## config.mk

```make
export PLATFORM = sky130hd
export DESIGN_NAME = i2s_frame_tx_flat
export DESIGN_NICKNAME = d
export VERILOG_FILES = /design/src/rtl/i2s_frame_tx_if.sv /design/src/rtl/i2s_frame_tx.sv /design/src/flat_wrapper.sv
export SDC_FILE = /design/constraint.sdc
export NUM_CORES = 1
export LEC_CHECK = 0
export ABC_CLOCK_PERIOD_IN_PS = 4000
export BUFFER_PORTS_ARGS = -buffer_cell sky130_fd_sc_hd__buf_4
export CORE_AREA = 2 2 81 52
export DETAILED_ROUTE_END_ITERATION = 12
export DIE_AREA = 0 0 83 54
export GPL_ROUTABILITY_DRIVEN = 0
export PLACE_DENSITY = 0.71
export SKIP_LAST_GASP = 1
export SLEW_MARGIN = 20
export SYNTH_ARGS = -nofsm -noshare
export SYNTH_HDL_FRONTEND = slang
export SYNTH_SLANG_ARGS = --single-unit
```

## constraint.sdc

```tcl
create_clock -name sck -period 4 [get_ports sck]
set_clock_uncertainty 0.2 [all_clocks]
set_input_delay 0.2 -clock sck [delete_from_list [all_inputs] [get_ports sck]]
set_output_delay 0.2 -clock sck [all_outputs]
set_load 0.02 [all_outputs]
```

## src/rtl/i2s_frame_tx_if.sv

```systemverilog
// Sample-pair handshake plus I2S output signals of the frame serializer.
interface i2s_frame_tx_if #(parameter int WIDTH = 8);
  logic             en;
  logic [WIDTH-1:0] left_in;
  logic [WIDTH-1:0] right_in;
  logic             in_valid;
  logic             in_ready;
  logic             ws;
  logic             sd;
  logic             frame_start;
  logic             underrun;

  modport master (
    output en, left_in, right_in, in_valid,
    input  in_ready, ws, sd, frame_start, underrun
  );

  modport slave (
    input  en, left_in, right_in, in_valid,
    output in_ready, ws, sd, frame_start, underrun
  );
endinterface

```

## src/rtl/i2s_frame_tx.sv

```systemverilog
// Philips I2S serializer: one buffered stereo pair ahead of the shifting frame,
// zero frame plus underrun pulse when the buffer is empty at a frame load.
module i2s_frame_tx #(
  parameter int WIDTH = 8
) (
  input  logic sck,
  input  logic rst,
  i2s_frame_tx_if.slave bus
);
  localparam int FW = 2 * WIDTH;
  localparam int CW = $clog2(FW);
  localparam logic [CW-1:0] CNT_LAST = CW'(FW - 1);
  localparam logic [CW-1:0] CNT_HALF = CW'(WIDTH);

  localparam logic [1:0] S_IDLE  = 2'd0;
  localparam logic [1:0] S_RUN   = 2'd1;
  localparam logic [1:0] S_DRAIN = 2'd2;

  logic [1:0]    state_q, state_d;
  logic [CW-1:0] cnt_q, cnt_d;
  logic [FW-1:0] sh_q, sh_d;
  logic [FW-1:0] buf_q, buf_d;
  logic          buf_full_q, buf_full_d;
  logic          ws_q, ws_d;
  logic          sd_q, sd_d;
  logic          fs_q, fs_d;
  logic          ur_q, ur_d;
  logic          load, accept;

  always_comb begin
    accept  = bus.in_valid & ~buf_full_q;
    load    = 1'b0;
    state_d = state_q;
    cnt_d   = cnt_q;
    sh_d    = sh_q;
    sd_d    = sd_q;
    case (state_q)
      S_IDLE: begin
        cnt_d = '0;
        sd_d  = 1'b0;
        sh_d  = '0;
        if (bus.en) begin
          load    = 1'b1;
          state_d = S_RUN;
        end
      end
      S_RUN: begin
        // MSB of the shifter is the next bit; at the wrap it is R[0] of this frame
        sd_d = sh_q[FW-1];
        sh_d = {sh_q[FW-2:0], 1'b0};
        if (cnt_q == CNT_LAST) begin
          cnt_d = '0;
          if (bus.en) load = 1'b1;
          else        state_d = S_DRAIN;
        end else begin
          cnt_d = cnt_q + CW'(1);
        end
      end
      S_DRAIN: begin
        state_d = S_IDLE;
        cnt_d   = '0;
        sd_d    = 1'b0;
        sh_d    = '0;
      end
      default: begin
        state_d = S_IDLE;
        cnt_d   = '0;
        sd_d    = 1'b0;
        sh_d    = '0;
      end
    endcase
    if (load) sh_d = buf_full_q ? buf_q : '0;

    ws_d       = (state_d == S_RUN) && (cnt_d >= CNT_HALF);
    buf_d      = accept ? {bus.left_in, bus.right_in} : buf_q;
    // in_ready is low whenever full, so accept at a load only refills an emptied buffer
    buf_full_d = load ? accept : (buf_full_q | accept);
    fs_d       = load;
    ur_d       = load & ~buf_full_q;
  end

  always_ff @(posedge sck or posedge rst) begin
    if (rst) begin
      state_q    <= S_IDLE;
      cnt_q      <= '0;
      sh_q       <= '0;
      buf_q      <= '0;
      buf_full_q <= 1'b0;
      ws_q       <= 1'b0;
      sd_q       <= 1'b0;
      fs_q       <= 1'b0;
      ur_q       <= 1'b0;
    end else begin
      state_q    <= state_d;
      cnt_q      <= cnt_d;
      sh_q       <= sh_d;
      buf_q      <= buf_d;
      buf_full_q <= buf_full_d;
      ws_q       <= ws_d;
      sd_q       <= sd_d;
      fs_q       <= fs_d;
      ur_q       <= ur_d;
    end
  end

  assign bus.in_ready    = ~buf_full_q;
  assign bus.ws          = ws_q;
  assign bus.sd          = sd_q;
  assign bus.frame_start = fs_q;
  assign bus.underrun    = ur_q;
endmodule

```

## src/flat_wrapper.sv

```systemverilog
// flat-port wrapper written by rule: the top's interface ports become plain ports
module i2s_frame_tx_flat 
#(
  parameter int WIDTH = 8
)
  (sck, rst, bus_en, bus_left_in, bus_right_in, bus_in_valid, bus_in_ready, bus_ws, bus_sd, bus_frame_start, bus_underrun);
  i2s_frame_tx_if #(.WIDTH(WIDTH)) bus_i ();
  input  logic sck;
  input  logic rst;
  input wire logic [$bits(bus_i.en)-1:0] bus_en;
  input wire logic [$bits(bus_i.left_in)-1:0] bus_left_in;
  input wire logic [$bits(bus_i.right_in)-1:0] bus_right_in;
  input wire logic [$bits(bus_i.in_valid)-1:0] bus_in_valid;
  output wire logic [$bits(bus_i.in_ready)-1:0] bus_in_ready;
  output wire logic [$bits(bus_i.ws)-1:0] bus_ws;
  output wire logic [$bits(bus_i.sd)-1:0] bus_sd;
  output wire logic [$bits(bus_i.frame_start)-1:0] bus_frame_start;
  output wire logic [$bits(bus_i.underrun)-1:0] bus_underrun;
  assign bus_i.en = bus_en;
  assign bus_i.left_in = bus_left_in;
  assign bus_i.right_in = bus_right_in;
  assign bus_i.in_valid = bus_in_valid;
  assign bus_in_ready = bus_i.in_ready;
  assign bus_ws = bus_i.ws;
  assign bus_sd = bus_i.sd;
  assign bus_frame_start = bus_i.frame_start;
  assign bus_underrun = bus_i.underrun;
  i2s_frame_tx #(.WIDTH(WIDTH)) u_core (.sck(sck), .rst(rst), .bus(bus_i));
endmodule
```

After elaboration in Yosys (flattened, before gate mapping)
Index checks and enable logic that the tools add are counted.
{ "classes": {"order_cmp": 1, "bitwise_logic": 4, "eq_ne": 3, "n_addsub": 1, "reduce_logical": 2, "muxes": 14} }
{ "op_table": {"columns": ["operator", "n"], "rows": [
  ["$mux 16", 3],
  ["$mux 4", 2],
  ["$mux 2", 3],
  ["$add 4x1->4 const B", 1],
  ["$eq 2x1->1 const B", 2],
  ["$eq 4x4->1 const B", 1],
  ["$ge 4x4->1 const B", 1],
  ["$mux 1", 4],
  ["$pmux 2 s2", 1],
  ["$and 1x1->1", 2],
  ["$logic_not 2->1", 1],
  ["$pmux 1 s2", 1],
  ["$logic_and 1x1->1", 1],
  ["$not 1->1", 1],
  ["$or 1x1->1", 1]
]} }
{ "word_totals": {"in_bits": 20, "output_inout_bits": 5, "regBits": 43, "elab_cells": 34} }

Logic depth before layout (Yosys ltp)
Gate-level depths: netlist of run 1.
{ "depth": {"word_depth": 5, "depth_mapped": 5, "ltp_nobuf": 4} }

Worst setup path before layout of run 1
No wires, ideal clock.
{ "synth_timing": {"kind": "flip-flop to flip-flop", "from": "reg u_core.cnt_q[0]", "to": "reg u_core.sh_q[10]", "setup_slack_ns": 2.326, "stages_incl_launch_ff": 6, "path_buffers": 1, "setup_ns": 0.064, "t_required_ns": 3.736, "synth_period_minus_slack_ns": 1.674, "arrival_time_ns": 1.410, "cell_sequence": "dfrtp_1 ha_1 and3_1 a21oi_2 buf_2 a22o_2"} }
{ "synth_between": {"elab_chain_len": 4} }
{ "synth_lines": {"columns": ["item", "line_no", "rtl"], "rows": [
  ["start: declaration", "i2s_frame_tx.sv:20", "logic [CW-1:0] cnt_q, cnt_d;"],
  ["start signal: assignment", "i2s_frame_tx.sv:95", "cnt_q <= cnt_d;"],
  ["$eq 4x4->1", "i2s_frame_tx.sv:51", "if (cnt_q == CNT_LAST) begin"],
  ["$mux 1", "i2s_frame_tx.sv:51", null],
  ["$pmux 1 s2", "i2s_frame_tx.sv:37", "case (state_q)"],
  ["$mux 16", "i2s_frame_tx.sv:72", "if (load) sh_d = buf_full_q ? buf_q : '0;"],
  ["net u_core.sh_d[10]", "i2s_frame_tx.sv:21", "logic [FW-1:0] sh_q, sh_d;"],
  ["end signal: assignment", "i2s_frame_tx.sv:86", "sh_q <= '0;"],
  ["end signal: assignment", "i2s_frame_tx.sv:96", "sh_q <= sh_d;"],
  ["end: declaration", "i2s_frame_tx.sv:21", null]
]} }
The timed path passes the listed nets, and every way through them passes these cells.
A chain may end at the register's enable or synchronous reset.

Worst setup path in the final report of run 1
{ "layout_timing": {"from": "reg u_core.cnt_q[0]", "to": "reg u_core.sh_q[9]"} }
Same word-level chain as after synthesis.

==> flow_metrics.env, run 1 <==
export IMPL_cts_buffers=5
export IMPL_viasPerCell=4.86
export IMPL_setup_slack_ns=1.98
export IMPL_start_util_pct=41.9
export IMPL_layoutNonFillerInstCount=207
export IMPL_min_period_over_period_pct=50.5
export IMPL_antenna_found_initial=0
export IMPL_core_um2=3850
export IMPL_yosysMostFrequentCell="dfrtp_1"
export IMPL_reg2reg_from="u_core.cnt_q[0]"
export IMPL_dieArea_um2=4480
export IMPL_critPathBufInv=0
export IMPL_ys_seq_area_share_pct=66.7
export IMPL_wl_met2_mm=1.26
export IMPL_report_final_slew_viol_count=0
export IMPL_rr_worst_depth=4
export IMPL_clk_pin_slew_ns=0.07
export IMPL_setup_viol=0
export IMPL_tns_ns=0
export IMPL_p_leak_nw=1.00
export IMPL_cts_tree="yes"
export IMPL_crit_start="u_core.cnt_q[0]"
export IMPL_maxCapViolCount=0
export IMPL_synth_top_cell_area_share_pct=66.7
export IMPL_wl_per_cell_um=13.0
export IMPL_end_kind="register"
export IMPL_synthCells=110
export IMPL_crit_family="compound AO/OA/AOI/OAI gates"
export IMPL_worst_setup_path_type="register to register"
export IMPL_synth_edf_count=0
export IMPL_first_pass_iters=4
export IMPL_slowest_delay_ns=0.66
export IMPL_hold_path_end="u_core.state_q[0]"
export IMPL_worstPathArrival_ns=2.05
export IMPL_synthFlopType="dfrtp_1"
export IMPL_peakVddDrop_uv=278
export IMPL_synth_area_top_cells="dfrtp_1 67%, mux2_2 11%, a22o_1 4.9%"
export IMPL_synthArstFlopShare_pct=100
export IMPL_ctsRootBufferMaster="clkbuf_8"
export IMPL_p_per_area_nw_per_um2=629
export IMPL_vias=1007
export IMPL_syn_area_um2=1610
export IMPL_grt_usage_pct=13.9
export IMPL_grt_pass1_wl_mm=4.60
export IMPL_clkLatencyLatePin_ns=0.29
export IMPL_grt_pass1_vias=1054
export IMPL_finalHoldViolCount=0
export IMPL_max_freq_mhz=495
export IMPL_hold_depth=1
export IMPL_chipWidth_um=83
export IMPL_slew_headroom_pct=46.7
export IMPL_grt_max_degree=23
export IMPL_cp_max_fo=17
export IMPL_chipHeight_um=54
export IMPL_drtAntennaViolNets=0
export IMPL_pre_cts_ws_ns=1.99
export IMPL_synth_common_cells="43 x dfrtp_1, 16 x mux2_2, 9 x a22o_1"
export IMPL_rows=18
export IMPL_io_buffer_count=24
export IMPL_nets=178
export IMPL_crit_slowest_cell="a211oi_4"
export IMPL_start_kind="register"
export IMPL_cts_buffer_depth=2
export IMPL_first_iter_violations=19
export IMPL_min_delay_start="u_core.state_q[1]"
export IMPL_top_layer="met4"
export IMPL_ios=25
export IMPL_syn2layout_area_growth_pct=31.2
export IMPL_post_route_drc_count=0
export IMPL_htreeDepth=2
export IMPL_synth_seq_cells=43
export IMPL_min_path_type="register to register"
export IMPL_routed_wl_mm=2.69
export IMPL_overflow=0
export IMPL_yosys_warnings=0
export IMPL_timing_rr_end="u_core.sh_q[9]"
export IMPL_worstPathCellList="ha_1 > nand3_2 > a211oi_4 > a22o_2"
export IMPL_layout_drive_gt1_share_pct=36.9
export IMPL_placed_cells=181
export IMPL_required_ns=4.03
export IMPL_post_route_min_period_ns=2.02
export IMPL_ys_types=21
export IMPL_synth_area_per_cell_um2=14.7
export IMPL_diodes=0
export IMPL_met3RoutedLength_um=138
export IMPL_utilization_pct=55.0
export IMPL_status="finished, final reports clean"
export IMPL_synth_area_leader_cell="dfrtp_1"
export IMPL_place_hpwl_mm=1.79
export IMPL_syn_num_nets=131
export IMPL_clock_sinks=43
export IMPL_tightest_slew_ns=0.798
export IMPL_met1Wirelength_mm=1.24
export IMPL_rsz0062_at_grt="no"
export IMPL_r2r_slack_ns=1.98
## layout make-up
type,count,area [µm²]
clock inverter,1,5.00
sequential,43,1080
timing repair buffer,45,385
multi-input combinational,57,488
clock buffer,6,82.6
tap,50,62.6
inverter,5,18.8
fill,312,1730
## registers in the layout, indices dropped and copies added, names as in the netlist
| register | count |
|---|---|
| u_core.buf_q | 16 |
| u_core.sh_q | 16 |
| u_core.cnt_q | 4 |
| u_core.state_q | 2 |
| u_core.buf_full_q | 1 |
| u_core.bus.frame_start | 1 |
| u_core.bus.sd | 1 |
| u_core.bus.underrun | 1 |
| u_core.bus.ws | 1 |
## worst register-to-register path: stages, from the launching register on
cell,delay (ns)
dfrtp_1,0.41
ha_1,0.26
nand3_2,0.16
a211oi_4,0.66
a22o_2,0.26
## how the worst max path moves through the flow
stage | to | slack (ns) | cells past startpoint
after floorplan | u_core.sh_q[10] | 2.33 | 5
after global placement | u_core.sh_q[11] | 2.11 | 4
after detailed placement | u_core.sh_q[10] | 1.99 | 4
after CTS | u_core.sh_q[8] | 1.98 | 4
after global routing | u_core.sh_q[8] | 1.88 | 4
final | u_core.sh_q[9] | 1.98 | 4
## kinds of logic after synthesis
| kind of cell | synth area share [%] |
|---|---|
| mux | 11.2 |
| simple gates | 5.50 |
| compound gates | 12.2 |
| buf+inv | 3.10 |
| fa+ha+maj | 0.775 |
| flops | 66.7 |
| xor+xnor | 0.543 |
## routing by layer
metal / GRT usage [%] / vias to the layer above
met5: 0 / -
met4: 7.92 / 0
met3: 4.60 / 7
met2: 23.5 / 24
met1: 16.2 / 495
li1: - / 481
## cell usage in the layout, fill, tap and decap left out, drive strengths merged, types with 5 or more instances in the layout
cell         instances
dlygate4sd3         19
buf                 26
nor2                 6
inv                  5
mux2                16
dfrtp               43
clkbuf               6
a21oi                6
a22o                15
## stage by stage
stage	power, mW	hold slack, ns	cell area (µm²)
final	1.33	0.240	2120
after global routing	1.42	0.267	2120
after CTS	1.35	0.238	2120
after detailed placement	1.06	0.204	1840
after global placement	1.03	0.183	1840
after floorplan	0.960	0.0735	1610
## where the power goes
group,total (mW),switching (mW),leakage [nW],internal (mW)
logic,0.363,0.154,0.411,0.209
clock network,0.270,0.135,0.0470,0.135
registers,0.699,0.0936,0.544,0.606
## what timing repair did
item,CTS,global route
hold endpoints to repair,40,0
hold buffers,19,0
setup buffers,0,0
resized for setup,0,0
No activity file was read; power rests on OpenSTA's default activity.
==> run 2, diff against run 1 <==
--- a/config.mk
+++ b/config.mk
@@ -5,7 +5,7 @@
 export SDC_FILE = /design/constraint.sdc
 export NUM_CORES = 1
 export LEC_CHECK = 0
-export ABC_CLOCK_PERIOD_IN_PS = 4000
+export ABC_CLOCK_PERIOD_IN_PS = 1940
 export BUFFER_PORTS_ARGS = -buffer_cell sky130_fd_sc_hd__buf_4
 export CORE_AREA = 2 2 81 52
 export DETAILED_ROUTE_END_ITERATION = 12
==> constraint.sdc (replaced) <==
create_clock -name sck -period 1.94 [get_ports sck]
set_clock_uncertainty 0.2 [all_clocks]
set_input_delay 0.097 -clock sck [delete_from_list [all_inputs] [get_ports sck]]
set_output_delay 0.097 -clock sck [all_outputs]
set_load 0.02 [all_outputs]
==> flow_metrics.env, run 2 (synthesized netlist as in run 1, its figures left out) <==
export IMPL_status="finished, final reports clean"
export IMPL_cts_tree="yes"
export IMPL_r2r_slack_ns=0.14
export IMPL_rr_worst_depth=5
export IMPL_post_route_min_period_ns=1.80
export IMPL_routed_wl_mm=2.93
export IMPL_nets=180
export IMPL_layout_common_cells="43 x dfrtp_1, 28 x buf_4, 19 x dlygate4sd3_1"
export IMPL_first_pass_iters=4
export IMPL_clk_pin_slew_ns=0.08
export IMPL_grt_pass1_vias=1028
export IMPL_chipWidth_um=83
export IMPL_hold_path_end="u_core.state_q[0]"
export IMPL_maxCapViolCount=0
export IMPL_utilization_pct=56.2
export IMPL_end_kind="register"
export IMPL_ios=25
export IMPL_rows=18
export IMPL_viasPerCell=4.77
export IMPL_tightest_slew_ns=0.519
export IMPL_cts_buffer_depth=2
export IMPL_peakVddDrop_uv=619
export IMPL_worst_setup_path_type="register to register"
export IMPL_post_route_drc_count=0
export IMPL_required_ns=1.97
export IMPL_clkLatencyLatePin_ns=0.30
export IMPL_fill_cells=332
export IMPL_layout_drive_gt1_share_pct=38.1
export IMPL_met1Wirelength_mm=1.37
export IMPL_min_period_over_period_pct=92.7
export IMPL_grt_usage_pct=14.8
export IMPL_worstPathArrival_ns=1.83
export IMPL_p_leak_nw=1.03
export IMPL_reg2reg_from="u_core.cnt_q[0]"
export IMPL_min_delay_start="u_core.state_q[1]"
export IMPL_antenna_found_initial=0
export IMPL_min_path_type="register to register"
export IMPL_wl_met2_mm=1.37
export IMPL_slowest_delay_ns=0.41
export IMPL_setup_slack_ns=0.141
export IMPL_max_freq_mhz=556
export IMPL_worstPathCellList="ha_1 > nand3_2 > a211oi_4 > buf_4 > a22o_1"
export IMPL_wl_per_cell_um=14.0
export IMPL_drtAntennaViolNets=0
export IMPL_grt_max_degree=44
export IMPL_crit_slowest_cell="dfrtp_1"
export IMPL_grt_pass1_wl_mm=4.89
export IMPL_cp_max_fo=17
export IMPL_largestRegisters="u_core.buf_q x16, u_core.sh_q x16, u_core.cnt_q x4"
export IMPL_finalHoldViolCount=0
export IMPL_core_um2=3850
export IMPL_htreeDepth=2
export IMPL_setup_viol=0
export IMPL_place_hpwl_mm=1.91
export IMPL_cts_setup_buffers=0
export IMPL_top_layer="met4"
export IMPL_overflow=0
export IMPL_diodes=0
export IMPL_rsz0062_at_grt="no"
export IMPL_io_buffer_count=24
export IMPL_cts_buffers=5
export IMPL_chipHeight_um=54
export IMPL_p_per_area_nw_per_um2=1360
export IMPL_cts_resized=0
export IMPL_pre_cts_ws_ns=0.194
export IMPL_final_common_cell="dfrtp_1"
export IMPL_clock_sinks=43
export IMPL_start_util_pct=41.9
export IMPL_dieArea_um2=4480
export IMPL_syn2layout_area_growth_pct=34.0
export IMPL_ctsRootBufferMaster="clkbuf_8"
export IMPL_report_final_slew_viol_count=0
export IMPL_tns_ns=0
export IMPL_met3RoutedLength_um=140
export IMPL_vias=1002
export IMPL_first_iter_violations=17
export IMPL_timing_rr_end="u_core.sh_q[14]"
export IMPL_hold_depth=1
export IMPL_slew_headroom_pct=65.4
export IMPL_start_kind="register"
export IMPL_postCtsHoldBufs=19
run 2: changes by cell type in the layout (fill, tap and decap cells not counted):
cell,before,now
buf_4,26,28
bufinv_16,0,1
run 2: through the flow:
| step | instances | area [µm²] | power [mW] | hold WS [ns] |
|---|---|---|---|---|
| after floorplan | 110 | 1610 | 1.98 | -0.0295 |
| after global placement | 183 | 1860 | 2.14 | 0.0519 |
| after detailed placement | 183 | 1860 | 2.23 | 0.0750 |
| after CTS | 210 | 2160 | 2.97 | 0.245 |
| after global routing | 210 | 2160 | 3.12 | 0.283 |
| final | 210 | 2160 | 2.95 | 0.255 |
run 2: power breakdown:
part | switching [mW] | internal (mW)
registers | 0.203 | 1.25
logic | 0.336 | 0.445
clock network | 0.297 | 0.416
run 2: routing by layer:
metal	vias up	GRT usage, %
met5	-	0
met4	0	6.56
met3	5	5.21
met2	25	26.5
met1	490	16.7
li1	482	-
run 2: worst max-delay path, delay by kind of cell (launching register included):
| kind | cells | cell delay [ns] |
|---|---|---|
| AOI/OAI and AO/OA | 2 | 0.43 |
| DFF | 1 | 0.41 |
| adders and majority gates | 1 | 0.28 |
| buffers and inverters | 1 | 0.25 |
| and+or+nand+nor | 1 | 0.16 |
run 2: layout make-up:
cell class | instances | area, µm² | share of cell area (%)
sequential | 43 | 1080 | 49.7
multi-input combinational | 57 | 488 | 22.6
timing repair buffer | 47 | 400 | 18.5
clock buffer | 6 | 82.6 | 3.82
tap | 50 | 62.6 | 2.89
clock inverter | 2 | 35.0 | 1.62
inverter | 5 | 18.8 | 0.868
run 2: how the worst max path moves through the flow:
stage	startpoint	to	slack, ns	cells after the start
4_1_cts	u_core.cnt_q[0]	u_core.sh_q[14]	0.16	5
6_report	u_core.cnt_q[0]	u_core.sh_q[14]	0.14	5
3_3_place_gp	u_core.cnt_q[0]	u_core.sh_q[1]	0.30	5
2_1_floorplan	u_core.cnt_q[0]	u_core.sh_q[10]	0.27	5
5_1_grt	u_core.cnt_q[0]	u_core.sh_q[12]	0.06	5
3_5_place_dp	u_core.cnt_q[0]	u_core.sh_q[10]	0.19	5
==> run 3, diff against run 2 <==
--- a/config.mk
+++ b/config.mk
@@ -5,9 +5,11 @@
 export SDC_FILE = /design/constraint.sdc
 export NUM_CORES = 1
 export LEC_CHECK = 0
+export ABC_AREA = 0
 export ABC_CLOCK_PERIOD_IN_PS = 1940
 export BUFFER_PORTS_ARGS = -buffer_cell sky130_fd_sc_hd__buf_4
 export CORE_AREA = 2 2 81 52
+export CTS_BUF_LIST = sky130_fd_sc_hd__clkbuf_16
 export DETAILED_ROUTE_END_ITERATION = 12
 export DIE_AREA = 0 0 83 54
 export GPL_ROUTABILITY_DRIVEN = 0
==> flow_metrics.env, run 3 (synthesized netlist as in run 1, its figures left out) <==
export IMPL_status="finished, final reports clean"
export IMPL_routed_wl_mm=2.92
export IMPL_p_per_area_nw_per_um2=1430
export IMPL_chipWidth_um=83
export IMPL_start_util_pct=41.9
export IMPL_min_period_over_period_pct=92.3
export IMPL_finalHoldViolCount=0
export IMPL_layoutNonFillerInstCount=210
export IMPL_reg2reg_from="u_core.cnt_q[0]"
export IMPL_syn2layout_area_growth_pct=36.9
export IMPL_maxCapViolCount=0
export IMPL_end_kind="register"
export IMPL_overflow=0
export IMPL_drtAntennaViolNets=0
export IMPL_grt_pass1_vias=1039
export IMPL_diodes=0
export IMPL_dieArea_um2=4480
export IMPL_io_buffer_count=24
export IMPL_cts_buffers=5
export IMPL_clkLatencyLatePin_ns=0.28
export IMPL_setup_viol=0
export IMPL_worstPathCellList="ha_1 > nand3_2 > a211oi_4 > buf_4 > a22o_1"
export IMPL_rr_worst_depth=5
export IMPL_cts_tree="yes"
export IMPL_cp_max_fo=17
export IMPL_p_leak_nw=1.05
export IMPL_antenna_found_initial=0
export IMPL_worst_setup_path_type="register to register"
export IMPL_total_power_mw=3.15
export IMPL_peakVddDrop_uv=722
export IMPL_crit_family="compound AO/OA/AOI/OAI gates"
export IMPL_layout_drive_gt1_share_pct=37.5
export IMPL_min_path_type="register to register"
export IMPL_largestRegisters="u_core.buf_q x16, u_core.sh_q x16, u_core.cnt_q x4"
export IMPL_vias=1009
export IMPL_start_kind="register"
export IMPL_first_iter_violations=20
export IMPL_placed_cells=183
export IMPL_tightest_slew_ns=0.520
export IMPL_required_ns=1.96
export IMPL_clk_pin_slew_ns=0.06
export IMPL_viasPerCell=4.80
export IMPL_slowest_delay_ns=0.40
export IMPL_place_hpwl_mm=1.91
export IMPL_grt_max_degree=44
export IMPL_fill_cells=325
export IMPL_clock_sinks=43
export IMPL_wl_per_cell_um=13.9
export IMPL_layout_common_cells="43 x dfrtp_1, 28 x buf_4, 19 x dlygate4sd3_1"
export IMPL_critPathBufInv=1
export IMPL_cts_buffer_depth=2
export IMPL_chipHeight_um=54
export IMPL_final_common_cell="dfrtp_1"
export IMPL_hold_depth=1
export IMPL_ctsRootBufferMaster="clkbuf_16"
export IMPL_nets=180
export IMPL_worstPathArrival_ns=1.81
export IMPL_post_route_drc_count=0
export IMPL_crit_slowest_cell="dfrtp_1"
export IMPL_report_final_slew_viol_count=0
export IMPL_first_pass_iters=4
export IMPL_slew_headroom_pct=65.3
export IMPL_ios=25
export IMPL_grt_pass1_wl_mm=4.89
export IMPL_rsz0062_at_grt="no"
export IMPL_rows=18
export IMPL_tns_ns=0
export IMPL_timing_rr_end="u_core.sh_q[14]"
export IMPL_grt_usage_pct=14.8
export IMPL_post_route_min_period_ns=1.79
export IMPL_max_freq_mhz=559
export IMPL_hold_path_end="u_core.state_q[0]"
export IMPL_min_delay_start="u_core.state_q[1]"
export IMPL_htreeDepth=2
export IMPL_core_um2=3850
export IMPL_r2r_slack_ns=0.15
[run 3: cell count changes in the layout (fill, tap and decap cells not counted)]
cell / previous run / this run
clkinv_1: 0 / 1
clkbuf_8: 6 / 0
clkbuf_16: 0 / 5
[run 3: routing by layer]
metal | wire length (µm) | up-vias | GRT usage (%)
li1 | - | 483 | -
met1 | 1370 | 497 | 16.8
met2 | 1370 | 24 | 26.6
met3 | 138 | 5 | 4.75
met4 | 43 | 0 | 6.56
met5 | 0 | - | 0
[run 3: power by group]
part	switching (mW)	leakage, nW	internal, mW
Clock	0.319	0.0812	0.599
Sequential	0.202	0.544	1.25
Combinational	0.336	0.420	0.445
[run 3: layout make-up]
type                            count  area, µm²  area share (%)
Tap cell                           50       62.6            2.83
Multi-Input combinational cell     57        488            22.1
Clock buffer                        5        125            5.66
Inverter                            5       18.8           0.849
Timing Repair Buffer               47        400            18.1
Sequential cell                    43       1080            48.7
Clock inverter                      3       38.8            1.76
[run 3: worst max path at each step]
stage / cells past startpoint / slack, ns / end / start
after floorplan: 5 / 0.27 / u_core.sh_q[10] / u_core.cnt_q[0]
after global placement: 5 / 0.30 / u_core.sh_q[1] / u_core.cnt_q[0]
after detailed placement: 5 / 0.19 / u_core.sh_q[10] / u_core.cnt_q[0]
after CTS: 5 / 0.17 / u_core.sh_q[14] / u_core.cnt_q[0]
after global routing: 5 / 0.07 / u_core.sh_q[12] / u_core.cnt_q[0]
final: 5 / 0.15 / u_core.sh_q[14] / u_core.cnt_q[0]
[run 3: stage by stage]
| stage | area, µm² | setup slack (ns) | hold WS (ns) | utilization (%) |
|---|---|---|---|---|
| global placement | 1860 | 0.303 | 0.0519 | 48.2 |
| floorplan | 1610 | 0.266 | -0.0295 | - |
| global route | 2210 | 0.0694 | 0.276 | 57.4 |
| finish | 2210 | 0.150 | 0.248 | 57.4 |
| detailed placement | 1860 | 0.194 | 0.0750 | 48.2 |
| CTS | 2210 | 0.170 | 0.241 | 57.4 |
[run 3: worst register-to-register path, stage by stage, from the launching register on]
cell and delay, ns:
dfrtp_1 0.40, ha_1 0.28, nand3_2 0.17, a211oi_4 0.26
buf_4 0.25, a22o_1 0.18
[run 3: repair_timing]
item | 4_1_cts | 5_1_grt
hold buffers | 19 | 0
resized for setup | 0 | 0
endpoints found under the hold margin | 62 | 0
setup buffers | 0 | 0
